## src/rtl/strobe_period_meter.sv

```systemverilog
// strobe_period_meter
//   Measures the number of Clock cycles between consecutive single-cycle
//   strobes on Strobe_i. Each completed interval is reported on Period_o
//   together with a one-cycle Valid_o pulse. If no strobe arrives within
//   MAX_TICKS cycles, Timeout_o pulses for one cycle and the meter re-arms.
//
//   Optional feature (macro STROBE_PERIOD_METER_MINMAX_EN): adds Min_o/Max_o,
//   which track the smallest/largest reported period since the last
//   IDLE->ARMED transition.
//
// Ports:
//   Clock     in   system clock, rising edge
//   Reset     in   asynchronous active-low reset
//   Enable_i  in   measurement enable; low forces IDLE
//   Strobe_i  in   strobe input, one event per high cycle
//   Period_o  out  last measured interval (holds between updates)
//   Valid_o   out  one-cycle pulse when Period_o updates
//   Timeout_o out  one-cycle pulse when MAX_TICKS is exceeded
//   Min_o     out  (optional) smallest period since last clear
//   Max_o     out  (optional) largest period since last clear
module strobe_period_meter #(
  parameter  int MAX_TICKS = 1000,
  localparam int WIDTH     = $clog2(MAX_TICKS + 1)
) (
  input  logic             Clock,
  input  logic             Reset,
  input  logic             Enable_i,
  input  logic             Strobe_i,
  output logic [WIDTH-1:0] Period_o,
  output logic             Valid_o,
`ifdef STROBE_PERIOD_METER_MINMAX_EN
  output logic [WIDTH-1:0] Min_o,
  output logic [WIDTH-1:0] Max_o,
`endif
  output logic             Timeout_o
);

  typedef enum logic [1:0] {
    IDLE      = 2'd0,
    ARMED     = 2'd1,
    MEASURING = 2'd2
  } state_t;

  localparam logic [WIDTH-1:0] CNT_MAX  = WIDTH'(MAX_TICKS);
  localparam logic [WIDTH-1:0] CNT_ONE  = WIDTH'(1);
  localparam logic [WIDTH-1:0] ALL_ONES = '1;

  state_t           state_q, state_d;
  logic [WIDTH-1:0] cnt_q, cnt_d;
  logic [WIDTH-1:0] period_q, period_d;
  logic             valid_q, valid_d;
  logic             timeout_q, timeout_d;
`ifdef STROBE_PERIOD_METER_MINMAX_EN
  logic [WIDTH-1:0] min_q, min_d;
  logic [WIDTH-1:0] max_q, max_d;
`endif

  always_comb begin
    state_d   = state_q;
    cnt_d     = cnt_q;
    period_d  = period_q;
    valid_d   = 1'b0;
    timeout_d = 1'b0;
`ifdef STROBE_PERIOD_METER_MINMAX_EN
    min_d     = min_q;
    max_d     = max_q;
`endif
    if (!Enable_i) begin
      // Disable wins over any strobe sampled on the same edge.
      state_d = IDLE;
      cnt_d   = '0;
    end else begin
      unique case (state_q)
        IDLE: begin
          state_d = ARMED;
          cnt_d   = '0;
`ifdef STROBE_PERIOD_METER_MINMAX_EN
          min_d   = ALL_ONES;
          max_d   = '0;
`endif
        end
        ARMED: begin
          // First strobe only starts the interval; nothing is reported.
          if (Strobe_i) begin
            cnt_d   = CNT_ONE;
            state_d = MEASURING;
          end
        end
        MEASURING: begin
          // At the edge of a strobe cnt_q equals cycles since the previous
          // strobe, so a strobe at cnt_q == MAX_TICKS is still a valid
          // interval and takes priority over the timeout.
          if (Strobe_i) begin
            period_d = cnt_q;
            valid_d  = 1'b1;
            cnt_d    = CNT_ONE;
`ifdef STROBE_PERIOD_METER_MINMAX_EN
            if (cnt_q < min_q) min_d = cnt_q;
            if (cnt_q > max_q) max_d = cnt_q;
`endif
          end else if (cnt_q == CNT_MAX) begin
            timeout_d = 1'b1;
            cnt_d     = '0;
            state_d   = ARMED;
          end else begin
            cnt_d = cnt_q + CNT_ONE;
          end
        end
        default: begin
          state_d = IDLE;
          cnt_d   = '0;
        end
      endcase
    end
  end

  always_ff @(posedge Clock or negedge Reset) begin
    if (!Reset) begin
      state_q   <= IDLE;
      cnt_q     <= '0;
      period_q  <= '0;
      valid_q   <= 1'b0;
      timeout_q <= 1'b0;
`ifdef STROBE_PERIOD_METER_MINMAX_EN
      min_q     <= ALL_ONES;
      max_q     <= '0;
`endif
    end else begin
      state_q   <= state_d;
      cnt_q     <= cnt_d;
      period_q  <= period_d;
      valid_q   <= valid_d;
      timeout_q <= timeout_d;
`ifdef STROBE_PERIOD_METER_MINMAX_EN
      min_q     <= min_d;
      max_q     <= max_d;
`endif
    end
  end

  assign Period_o  = period_q;
  assign Valid_o   = valid_q;
  assign Timeout_o = timeout_q;
`ifdef STROBE_PERIOD_METER_MINMAX_EN
  assign Min_o     = min_q;
  assign Max_o     = max_q;
`endif

endmodule

```

## config.mk

```make
export PLATFORM = sky130hd
export DESIGN_NAME = strobe_period_meter
export DESIGN_NICKNAME = d
export VERILOG_FILES = /design/src/rtl/strobe_period_meter.sv
export SDC_FILE = /design/constraint.sdc
export NUM_CORES = 1
export LEC_CHECK = 0
export BUFFER_PORTS_ARGS = -buffer_cell sky130_fd_sc_hd__buf_2
export CORE_MARGIN = 1.5
export CORE_UTILIZATION = 59
export DETAILED_ROUTE_END_ITERATION = 10
export PLACE_DENSITY = 0.77
export SLEW_MARGIN = 30
export SYNTH_ARGS = -nofsm -noshare
export SYNTH_HDL_FRONTEND = slang
export SYNTH_SLANG_ARGS = --single-unit
```

## constraint.sdc

```tcl
create_clock -name Clock -period 5 [get_ports Clock]
set_input_delay 0.5 -clock Clock [delete_from_list [all_inputs] [get_ports Clock]]
set_output_delay 0.5 -clock Clock [all_outputs]
set_load 0.02 [all_outputs]
```

==> impl_results.md, run 1 <==
* Status: finished, final reports clean
* Post-route ant nets at 0
* Max clock buf depth at 2
* Crit path DAT at 1980 ps
* Max_slew headroom at 61.3%
* Ranking of synthesized cells by area: dfrtp_1 (50%), mux2_2 (9.4%), xnor2_1 (5.1%), ha_1 (4.2%), nor2_1 (3.1%)
* CP Class: flop to flop
* Worst R2R Start: cnt_q[0]$_DFFE_PN0P_
* Storage element area at 601 sq um
* Top cell type's share of synthesized area at 50.2%
* CTS Sinks at 24
* Die W at 48.1 um
* Crit path required time at 5170 ps
* Worst-path clk slew at 120 ps
* Hold-fix buffers, CTS at 0
* Placed instance area at 1270 sq um
* Drt total wl at 2.22 mm
* Fmax at 0.554 GHz
* Synth top cells by count: dfrtp_1 (24), mux2_2 (10), nor2_1 (10)
* Register area share after synthesis at 50.2%
* Synth Warn # at 0
* RSZ-0062 raised after global routing: no
* Area leader, netlist: dfrtp_1
* Placed instance count at 146
* Port Buf Inserts at 15
* Final Cycle Share at 36.1%
* FF-to-FF End: cnt_q[2]$_DFFE_PN0P_
* Clk_lat worst skew at 300 ps
* Met2 Usage GRT at 37.3%
* Max Cap Violations at 0
* Setup-failing EPs final at 0
* Final Instance Area at 1300 sq um
* Cts bufs inserted at 3
* Post-cts sizing count at 0
* Final worst slack at 3190 ps
* Filler cells at 154
* Met3 GRT Util at 2.26%
* DRT Pass-1 Iters at 4
* Vias in the first global route at 774
* Row cnt at 16
* LEAKAGE at 0.622 nW
* Crit Path Max Fanout at 8
* Worst-margin pin slew at 581 ps
* WHS at 146 ps
* Post-Synthesis Cells at 108
* Finished Core Util at 66.8%
* Clock Skews at 2.78 ps
* Async set-or-reset flop fraction in the synthesized netlist at 100%
* # IOs at 16
* Cell variety after synth at 29
* Synthesized area at 1200 sq um
* Nets at 132
* Routed len/inst at 14.9 um
* P per Cell Area at 251 nW/um^2
* CP endpoint kind: flop
* Main synth FF type: dfrtp_1
* Initial antenna violation count at 0
* M1 GR Usage at 26.8%
* Fin crit period at 1810 ps
* Chip height at 48.1 um
* CTS root buf: clkbuf_4
* Htree depth at 1
* Most frequent cell after synthesis: dfrtp_1
* Post-CTS setup buffer count at 0
* Post-route total power at 0.325 mW
* Antenna Cells at 0
* DR vias/cell at 5.60
* Pin count of the biggest net entering global routing at 25
* # DRC at 0
* Post-synth EDFFs at 0
* Crit path from: cnt_q[0]$_DFFE_PN0P_
* Area of the multi-input gates at 547 sq um
* Area grow syn2layout at 8.36%
* Worst R2R Path Depth at 6
* Startpoint types: flop
* FF+latch count, synth at 24
* Core Footprint at 1940 sq um
* Fin. max-slew vios at 0
* Post-Route Setup TNS at 0 ps
* Dpl hpwl at 1.66 mm
* GRT Overall Usage at 21.5%
* Total gr overflow at 0
* Global-route wire length before repair at 3.37 mm
* Reg2reg setup slack at 3190 ps
* Initial drt markers at 16
* Setup WS pre-CTS at 3250 ps
* Post-Layout Cell Count at 149
* CTS tree: yes
* Starting Density at 61.7%
* Die area at 2310 sq um
* Gp weighted congestion at 0.888
* Post-Syn Nets at 116
* Syn Area/Cell at 11.1 sq um
* Via count at 834
* Hold crit path type: input port to async pin
* Share of layout cells above drive strength 1 at 25.4%
* Top Usage Layer GRT: met2
* Final hold vios at 0
* VDD IR max at 0.144 mV
## cell families (layout without fill, tap and decap cells)
| logic type | Yosys count | after routing | synth area share [%] |
|---|---|---|---|
| AO/OA/AOI/OAI | 11 | 11 | 5.64 |
| multiplexers | 11 | 11 | 10.2 |
| XOR/XNOR | 8 | 8 | 5.85 |
| flip-flops | 24 | 24 | 50.2 |
| buffers and inverters | 9 | 23 | 4.18 |
| adder cells (fa/ha/maj) | 4 | 4 | 4.18 |
| AND/OR/NAND/NOR | 41 | 41 | 19.7 |
## critical path, stage by stage (launching register included)
cell and delay [ps]:
dfrtp_1 440, inv_1 130, ha_1 180, and4_1 220, nand3_1 100, a21oi_1 490
nor2_1 120
## power by group
part           internal (mW)  switching (mW)  leakage, nW  total, mW
combinational         0.0160          0.0264        0.274     0.0424
sequential             0.198         0.00363        0.334      0.202
clock                 0.0281          0.0528       0.0138     0.0809
total                  0.243          0.0828        0.622      0.325
## cells in the final DEF (no fill, tap or decap), types with 2 or more instances in the layout
master and n:
dfrtp_1 24, nor3b_1 2, nand4_1 2, inv_1 5
nand3_1 7, ha_1 4, a21oi_1 3, o21ai_0 4
nand2_1 9, clkbuf_4 3, buf_2 15, xnor2_1 7
nor2_1 10, mux2_2 10, nor3_1 4
## metal layers
| layer | part of all wire (%) | up-vias |
|---|---|---|
| li1 | - | 403 |
| met1 | 45 | 412 |
| met2 | 52 | 17 |
| met3 | 2.3 | 2 |
| met4 | 0.54 | 0 |
| met5 | 0 | - |
## cell type report
class	count	area share [%]
Tap cell	27	2.60
Timing Repair Buffer	15	5.79
Inverter	5	1.45
Sequential cell	24	46.3
Clock buffer	3	1.74
Multi-Input combinational cell	75	42.1
## flip-flops by register name (all words and copies together) (netlist names)
signal / count
cnt_q: 10
Valid_o: 1
Timeout_o: 1
Period_o: 10
state_q: 2
## how the worst max path moves through the flow
stage / end / cells past startpoint
after floorplan: state_q[1]$_DFFE_PN0P_ / 6
after global placement: cnt_q[4]$_DFFE_PN0P_ / 4
after detailed placement: cnt_q[7]$_DFFE_PN0P_ / 4
after CTS: cnt_q[7]$_DFFE_PN0P_ / 6
after global routing: cnt_q[7]$_DFFE_PN0P_ / 6
final: cnt_q[2]$_DFFE_PN0P_ / 6
No activity file was read; power rests on OpenSTA's default activity.
==> inputs of run 2 (changes only) <==
Settings changed: CORE_UTILIZATION 59 to 50, PLACE_DENSITY 0.77 to 0.69.
Clock period 5 ns to 1.6 ns, I/O delays scaled along.
==> run 2 against run 1 <==
Compared with the run above:
- the run now ends with negative setup slack left
- fmax up 10%
- sequential cell count unchanged
- worst hold slack got worse by 53 ps
- via count increased by 9.2%
- utilization up 2.7 points
- cell count is 13% higher
- register-to-register slack got worse by 3200 ps
- critical path depth stayed put
- critical endpoint is now state_q[1]$_DFFE_PN0P_
- largest cell class is now multi-input gates
- largest power group unchanged
- highest routed layer unchanged
==> impl_results.md, run 2 (synthesis results as in run 1) <==
* Startpoint types: flop (unchanged)
* Antenna Cells at 0 (unchanged)
* Fmax at 0.612 GHz (was 0.554 GHz)
* Fin crit period at 1630 ps (was 1810 ps)
* Crit Path Max Fanout at 3 (was 8)
* Max_slew headroom at 64.4% (was 61.3%)
* Comb power frac at 14.1% (was 13.0%)
* Pin count of the biggest net entering global routing at 25 (unchanged)
* Worst-margin pin slew at 534 ps (was 581 ps)
* Via count at 911 (was 834)
* Int Power at 0.953 mW (was 0.243 mW)
* Clk_lat worst skew at 320 ps (was 300 ps)
* Crit path DAT at 1870 ps (was 1980 ps)
* Initial drt markers at 17 (was 16)
* Max Cap Violations at 0 (unchanged)
* Sequential cell fraction of total power at 50.4% (was 62.1%)
* Chip height at 51.9 um (was 48.1 um)
* Vias in the first global route at 852 (was 774)
* Share of layout cells above drive strength 1 at 44.0% (was 25.4%)
* Final worst slack at -34.4 ps (was 3190 ps)
* Global-route wire length before repair at 3.75 mm (was 3.37 mm)
* Dpl hpwl at 1.66 mm (about the same)
* Drt total wl at 2.45 mm (was 2.22 mm)
* Starting Density at 53.6% (was 61.7%)
* # DRC at 0 (unchanged)
* WHS Path Cells at 2
* Most frequent cells in the layout: dfrtp_1 (24), buf_4 (17), buf_2 (15), mux2_2 (10), nor2_1 (10) (was dfrtp_1 (24), buf_2 (15), mux2_2 (10), nor2_1 (10), nand2_1 (9))
* Setup-failing EPs final at 1 (was 0)
* DR vias/cell at 5.39 (was 5.60)
* Die area at 2700 sq um (was 2310 sq um)
* DRT Pass-1 Iters at 4 (unchanged)
* LEAKAGE at 0.728 nW (was 0.622 nW)
* Final hold vios at 0 (unchanged)
* # IOs at 16 (unchanged)
* CP Class: flop to flop (unchanged)
* Area grow syn2layout at 29.7% (was 8.36%)
* WHS at 93.5 ps (was 146 ps)
* Worst R2R Path Depth at 6 (unchanged)
* CTS root buf: clkbuf_4 (unchanged)
* Row cnt at 17 (was 16)
* Post-Route Setup TNS at -34.4 ps (was 0 ps)
* GRT Overall Usage at 19.4% (was 21.5%)
* Max clock buf depth at 2 (unchanged)
* Initial antenna violation count at 0 (unchanged)
* Fin. max-slew vios at 0 (unchanged)
* Core Footprint at 2230 sq um (was 1940 sq um)
* Net switching fraction of the power at 23.8% (was 25.5%)
* Cts bufs inserted at 3 (unchanged)
* Clock Skews at 7.35 ps (was 2.78 ps)
* P per Cell Area at 806 nW/um^2 (was 251 nW/um^2)
* CTS tree: yes (unchanged)
* Nets at 150 (was 132)
* Post-route ant nets at 0 (unchanged)
* Total gr overflow at 0 (unchanged)
* Hold crit path type: input port to flop (was input port to async pin)
* Htree depth at 1 (unchanged)
* Status: finished, violations left (was finished, final reports clean)
* Final Cycle Share at 102% (was 36.1%)
* Crit path required time at 1830 ps (was 5170 ps)
* CP endpoint kind: flop (unchanged)
* Clock power frac at 35.5% (was 24.9%)
* Violated checks: negative setup slack
* Routed len/inst at 14.5 um (was 14.9 um)
* CTS Sinks at 24 (unchanged)
* Worst-path clk slew at 140 ps (was 120 ps)
* VDD IR max at 0.646 mV (was 0.144 mV)
* Gp weighted congestion at 0.793 (was 0.888)
* Port Buf Inserts at 15 (unchanged)
* Die W at 51.9 um (was 48.1 um)
* RSZ-0062 raised after global routing: yes (was no)
* Commonest non-fill, non-tap cell in the layout: dfrtp_1 (unchanged)
* NetSw at 0.298 mW (was 0.0828 mW)
[run 2: final timing paths]
kind / slack [ps] / startpoint / endpoint
min reg2reg: 510 / Period_o[1]$_DFFE_PN0P_ / Period_o[1]$_DFFE_PN0P_
max reg2reg: -30 / cnt_q[0]$_DFFE_PN0P_ / state_q[1]$_DFFE_PN0P_
min: 90 / Strobe_i / cnt_q[1]$_DFFE_PN0P_
max: -30 / cnt_q[0]$_DFFE_PN0P_ / state_q[1]$_DFFE_PN0P_
max in group asynchronous: 910 / Reset / cnt_q[2]$_DFFE_PN0P_
min in group asynchronous: 330 / Reset / Period_o[1]$_DFFE_PN0P_
[run 2: worst max-delay path: stages (launching register included)]
cell,delay (ps)
dfrtp_1,420
inv_2,80
ha_4,140
nand3_2,60
or4_4,450
o21a_1,190
o211a_1,190
[run 2: per-stage QoR]
stage / power (mW) / setup slack, ps / instances / utilization [%] / area (sq um)
floorplan: 0.744 / 2.96 / 108 / - / 1200
global placement: 0.788 / -8.54 / 160 / 61.5 / 1370
detailed placement: 0.792 / -46.0 / 160 / 61.5 / 1370
CTS: 1.24 / -39.7 / 167 / 65.2 / 1460
global route: 1.31 / -74.9 / 169 / 69.5 / 1550
finish: 1.25 / -34.4 / 169 / 69.5 / 1550
[run 2: routing by layer]
metal | GRT usage, % | vias to the layer above | part of all wire [%]
met3 | 3.16 | 4 | 3.7
li1 | - | 442 | -
met2 | 32.5 | 24 | 49
met1 | 23.8 | 441 | 46
met4 | 10.1 | 0 | 1.5
met5 | 0 | - | 0
[run 2: final cells by class]
class / instances / area (sq um)
Fill cell: 169 / 681
Sequential cell: 24 / 601
Timing Repair Buffer: 33 / 213
Tap cell: 28 / 35.0
Inverter: 5 / 18.8
Clock buffer: 3 / 22.5
Clock inverter: 1 / 30.0
Multi-Input combinational cell: 75 / 633
[run 2: power groups by stage]
| stage | Combinational, mW | Clock, mW | Sequential [mW] |
|---|---|---|---|
| 2_1_floorplan | 0.0990 | 0 | 0.645 |
| 3_3_place_gp | 0.147 | 0 | 0.641 |
| 3_5_place_dp | 0.149 | 0 | 0.643 |
| 4_1_cts | 0.157 | 0.449 | 0.630 |
| 5_1_grt | 0.197 | 0.474 | 0.633 |
| 6_report | 0.176 | 0.444 | 0.631 |
[run 2: repair_timing]
action | in CTS | in global routing
setup buffers | 2 | 3
gates resized for setup | 1 | 17
hold endpoints to repair | 24 | 0
gates cloned | 0 | 0
endpoints found under the setup margin | 10 | 12
pin swaps | 0 | 5
hold buffers | 1 | 0
==> inputs of run 3 (changes only) <==
--- a/config.mk
+++ b/config.mk
@@ -8,3 +8,2 @@
 export BUFFER_PORTS_ARGS = -buffer_cell sky130_fd_sc_hd__buf_2
-export CORE_MARGIN = 1.5
 export CORE_UTILIZATION = 50
--- a/constraint.sdc
+++ b/constraint.sdc
@@ -3,2 +3,2 @@
 set_output_delay 0.16 -clock Clock [all_outputs]
-set_load 0.02 [all_outputs]
+set_load 0.01 [all_outputs]
==> run 3 against run 2 <==
Compared with the run above:
- the flow still finishes with violations (negative setup slack)
- global-route usage grew 1.8 points
- combinational power grew 3%
- clock skew grew 2.6 ps
- sequential power is essentially flat
- non-clock buffer count shrank 2
- critical path depth is the same
- via count grew 4.9%
- setup slack lost 40 ps
- total power shrank 14%
- worst hold slack gained 24 ps
- critical endpoint unchanged
==> impl_results.md, run 3 (synthesis results as in run 1) <==
* Status: finished, violations left (unchanged)
* Violated checks: negative setup slack (unchanged)
* Crit path required time at 1820 ps (was 1830 ps)
* Most frequent cells in the layout: dfrtp_1 (24), buf_2 (15), buf_4 (15), mux2_2 (10), nor2_1 (10) (was dfrtp_1 (24), buf_4 (17), buf_2 (15), mux2_2 (10), nor2_1 (10))
* DRT Pass-1 Iters at 4 (unchanged)
* Reg2reg setup slack at -70 ps (was -30 ps)
* Port Buf Inserts at 15 (unchanged)
* CTS tree: yes (unchanged)
* Startpoint types: flop (unchanged)
* # DRC at 0 (unchanged)
* Max Cap Violations at 0 (unchanged)
* Final hold vios at 0 (unchanged)
* Die W at 50.9 um (was 51.9 um)
* Met2 Usage GRT at 32.9% (was 32.5%)
* DR vias/cell at 5.72 (was 5.39)
* Htree depth at 1 (unchanged)
* Antenna Cells at 0 (unchanged)
* Top Usage Layer GRT: met2 (unchanged)
* Fin crit period at 1670 ps (was 1630 ps)
* WHS Path Cells at 2 (unchanged)
* Worst-margin pin slew at 542 ps (was 534 ps)
* Chip height at 50.9 um (was 51.9 um)
* Clk_lat worst skew at 320 ps (about the same)
* Core Footprint at 2230 sq um (unchanged)
* Die area at 2590 sq um (was 2700 sq um)
* CP endpoint kind: flop (unchanged)
* CTS root buf: clkbuf_4 (unchanged)
* Worst-path clk slew at 130 ps (was 140 ps)
* Total gr overflow at 0 (unchanged)
* Clock Skews at 9.94 ps (was 7.35 ps)
* Fmax at 0.597 GHz (was 0.612 GHz)
* Routed len/inst at 15.4 um (was 14.5 um)
* Hold Path End: cnt_q[1]$_DFFE_PN0P_ (unchanged)
* FF-to-FF End: state_q[1]$_DFFE_PN0P_ (unchanged)
* Drt total wl at 2.57 mm (was 2.45 mm)
* # IOs at 16 (unchanged)
* CP Class: flop to flop (unchanged)
* Pin count of the biggest net entering global routing at 25 (unchanged)
* Cts bufs inserted at 3 (unchanged)
* GRT Overall Usage at 21.2% (was 19.4%)
* Area of the multi-input gates at 624 sq um (was 633 sq um)
* LEAKAGE at 0.714 nW (was 0.728 nW)
* RSZ-0062 raised after global routing: yes (unchanged)
* Via count at 956 (was 911)
* P per Cell Area at 722 nW/um^2 (was 806 nW/um^2)
* Area grow syn2layout at 25.2% (was 29.7%)
* Met3 GRT Util at 2.68% (was 3.16%)
* Max clock buf depth at 2 (unchanged)
* Initial drt markers at 30 (was 17)
* Storage element area at 601 sq um (unchanged)
* Fin. max-slew vios at 0 (unchanged)
* Commonest non-fill, non-tap cell in the layout: dfrtp_1 (unchanged)
* Starting Density at 53.6% (unchanged)
* Crit path DAT at 1890 ps (was 1870 ps)
* M1 GR Usage at 27.9% (was 23.8%)
* Dpl hpwl at 1.79 mm (was 1.66 mm)
* Final Cycle Share at 105% (was 102%)
* Hold path start: Strobe_i (unchanged)
* Setup-failing EPs final at 1 (unchanged)
* Post-route ant nets at 0 (unchanged)
* Nets at 149 (was 150)
* Gp weighted congestion at 0.770 (was 0.793)
* WHS at 117 ps (was 93.5 ps)
* Row cnt at 17 (unchanged)
* Crit Path Max Fanout at 3 (unchanged)
* Filler cells at 168 (was 169)
* Final worst slack at -74.8 ps (was -34.4 ps)
* Hold crit path type: input port to flop (unchanged)
* CTS Sinks at 24 (unchanged)
* Initial antenna violation count at 0 (unchanged)
* VDD IR max at 0.507 mV (was 0.646 mV)
* Share of layout cells above drive strength 1 at 42.4% (was 44.0%)
* Max_slew headroom at 63.8% (was 64.4%)
* Worst R2R Path Depth at 6 (unchanged)
* Global-route wire length before repair at 4.03 mm (was 3.75 mm)
* Vias in the first global route at 915 (was 852)
* Worst R2R Start: cnt_q[0]$_DFFE_PN0P_ (unchanged)
* Post-route total power at 1.08 mW (was 1.25 mW)
[run 3: how the worst max path moves through the flow]
| stage | startpoint | to | slack, ps | cells past startpoint |
|---|---|---|---|---|
| floorplan | cnt_q[0]$_DFFE_PN0P_ | state_q[1]$_DFFE_PN0P_ | 3 | 6 |
| global placement | cnt_q[1]$_DFFE_PN0P_ | state_q[1]$_DFFE_PN0P_ | -10 | 6 |
| detailed placement | state_q[1]$_DFFE_PN0P_ | cnt_q[6]$_DFFE_PN0P_ | -80 | 5 |
| CTS | cnt_q[0]$_DFFE_PN0P_ | state_q[1]$_DFFE_PN0P_ | -60 | 6 |
| global route | cnt_q[1]$_DFFE_PN0P_ | state_q[1]$_DFFE_PN0P_ | -120 | 6 |
| finish | cnt_q[0]$_DFFE_PN0P_ | state_q[1]$_DFFE_PN0P_ | -70 | 6 |
[run 3: through the flow]
step           setup TNS [ps]  setup WS [ps]  instances  utilization, %  instance area [sq um]
2_1_floorplan               0           2.96        108               -                   1200
3_3_place_gp            -47.8          -13.0        160            61.5                   1370
3_5_place_dp             -468          -77.6        160            61.5                   1370
4_1_cts                 -97.3          -56.1        164            63.9                   1430
5_1_grt                  -184           -124        167            67.1                   1500
6_report                -74.8          -74.8        167            67.1                   1500
[run 3: final cells by class]
class / instances / share of cell area [%]
Timing Repair Buffer: 31 / 13.2
Inverter: 5 / 1.25
Sequential cell: 24 / 40.1
Clock buffer: 3 / 1.50
Tap cell: 28 / 2.34
Multi-Input combinational cell: 76 / 41.7
[run 3: power by group]
| group | switching [mW] | internal [mW] | total, mW |
|---|---|---|---|
| Sequential | 0.0103 | 0.620 | 0.630 |
| Clock | 0.180 | 0.0884 | 0.269 |
| Combinational | 0.103 | 0.0790 | 0.182 |
| Total | 0.294 | 0.788 | 1.08 |
[run 3: routing by layer]
metal,share of wire [%],up-vias
met5,0,-
met4,2.1,0
met3,5.0,6
met2,49,42
met1,44,467
li1,-,441
[run 3: repair_timing]
action,CTS,global route
buffers inserted,0,2
hold buffers,1,0
pin swaps,2,3
setup endpoints to repair,10,12
hold endpoints to repair,24,0
cloned,0,1
resized for setup,6,10
[run 3: critical path, cell delays in order, from the launching register on]
cell and delay (ps):
dfrtp_1 420, inv_2 80, ha_4 140, nand3_2 70
or4_4 460, o21a_1 200, o211a_1 200
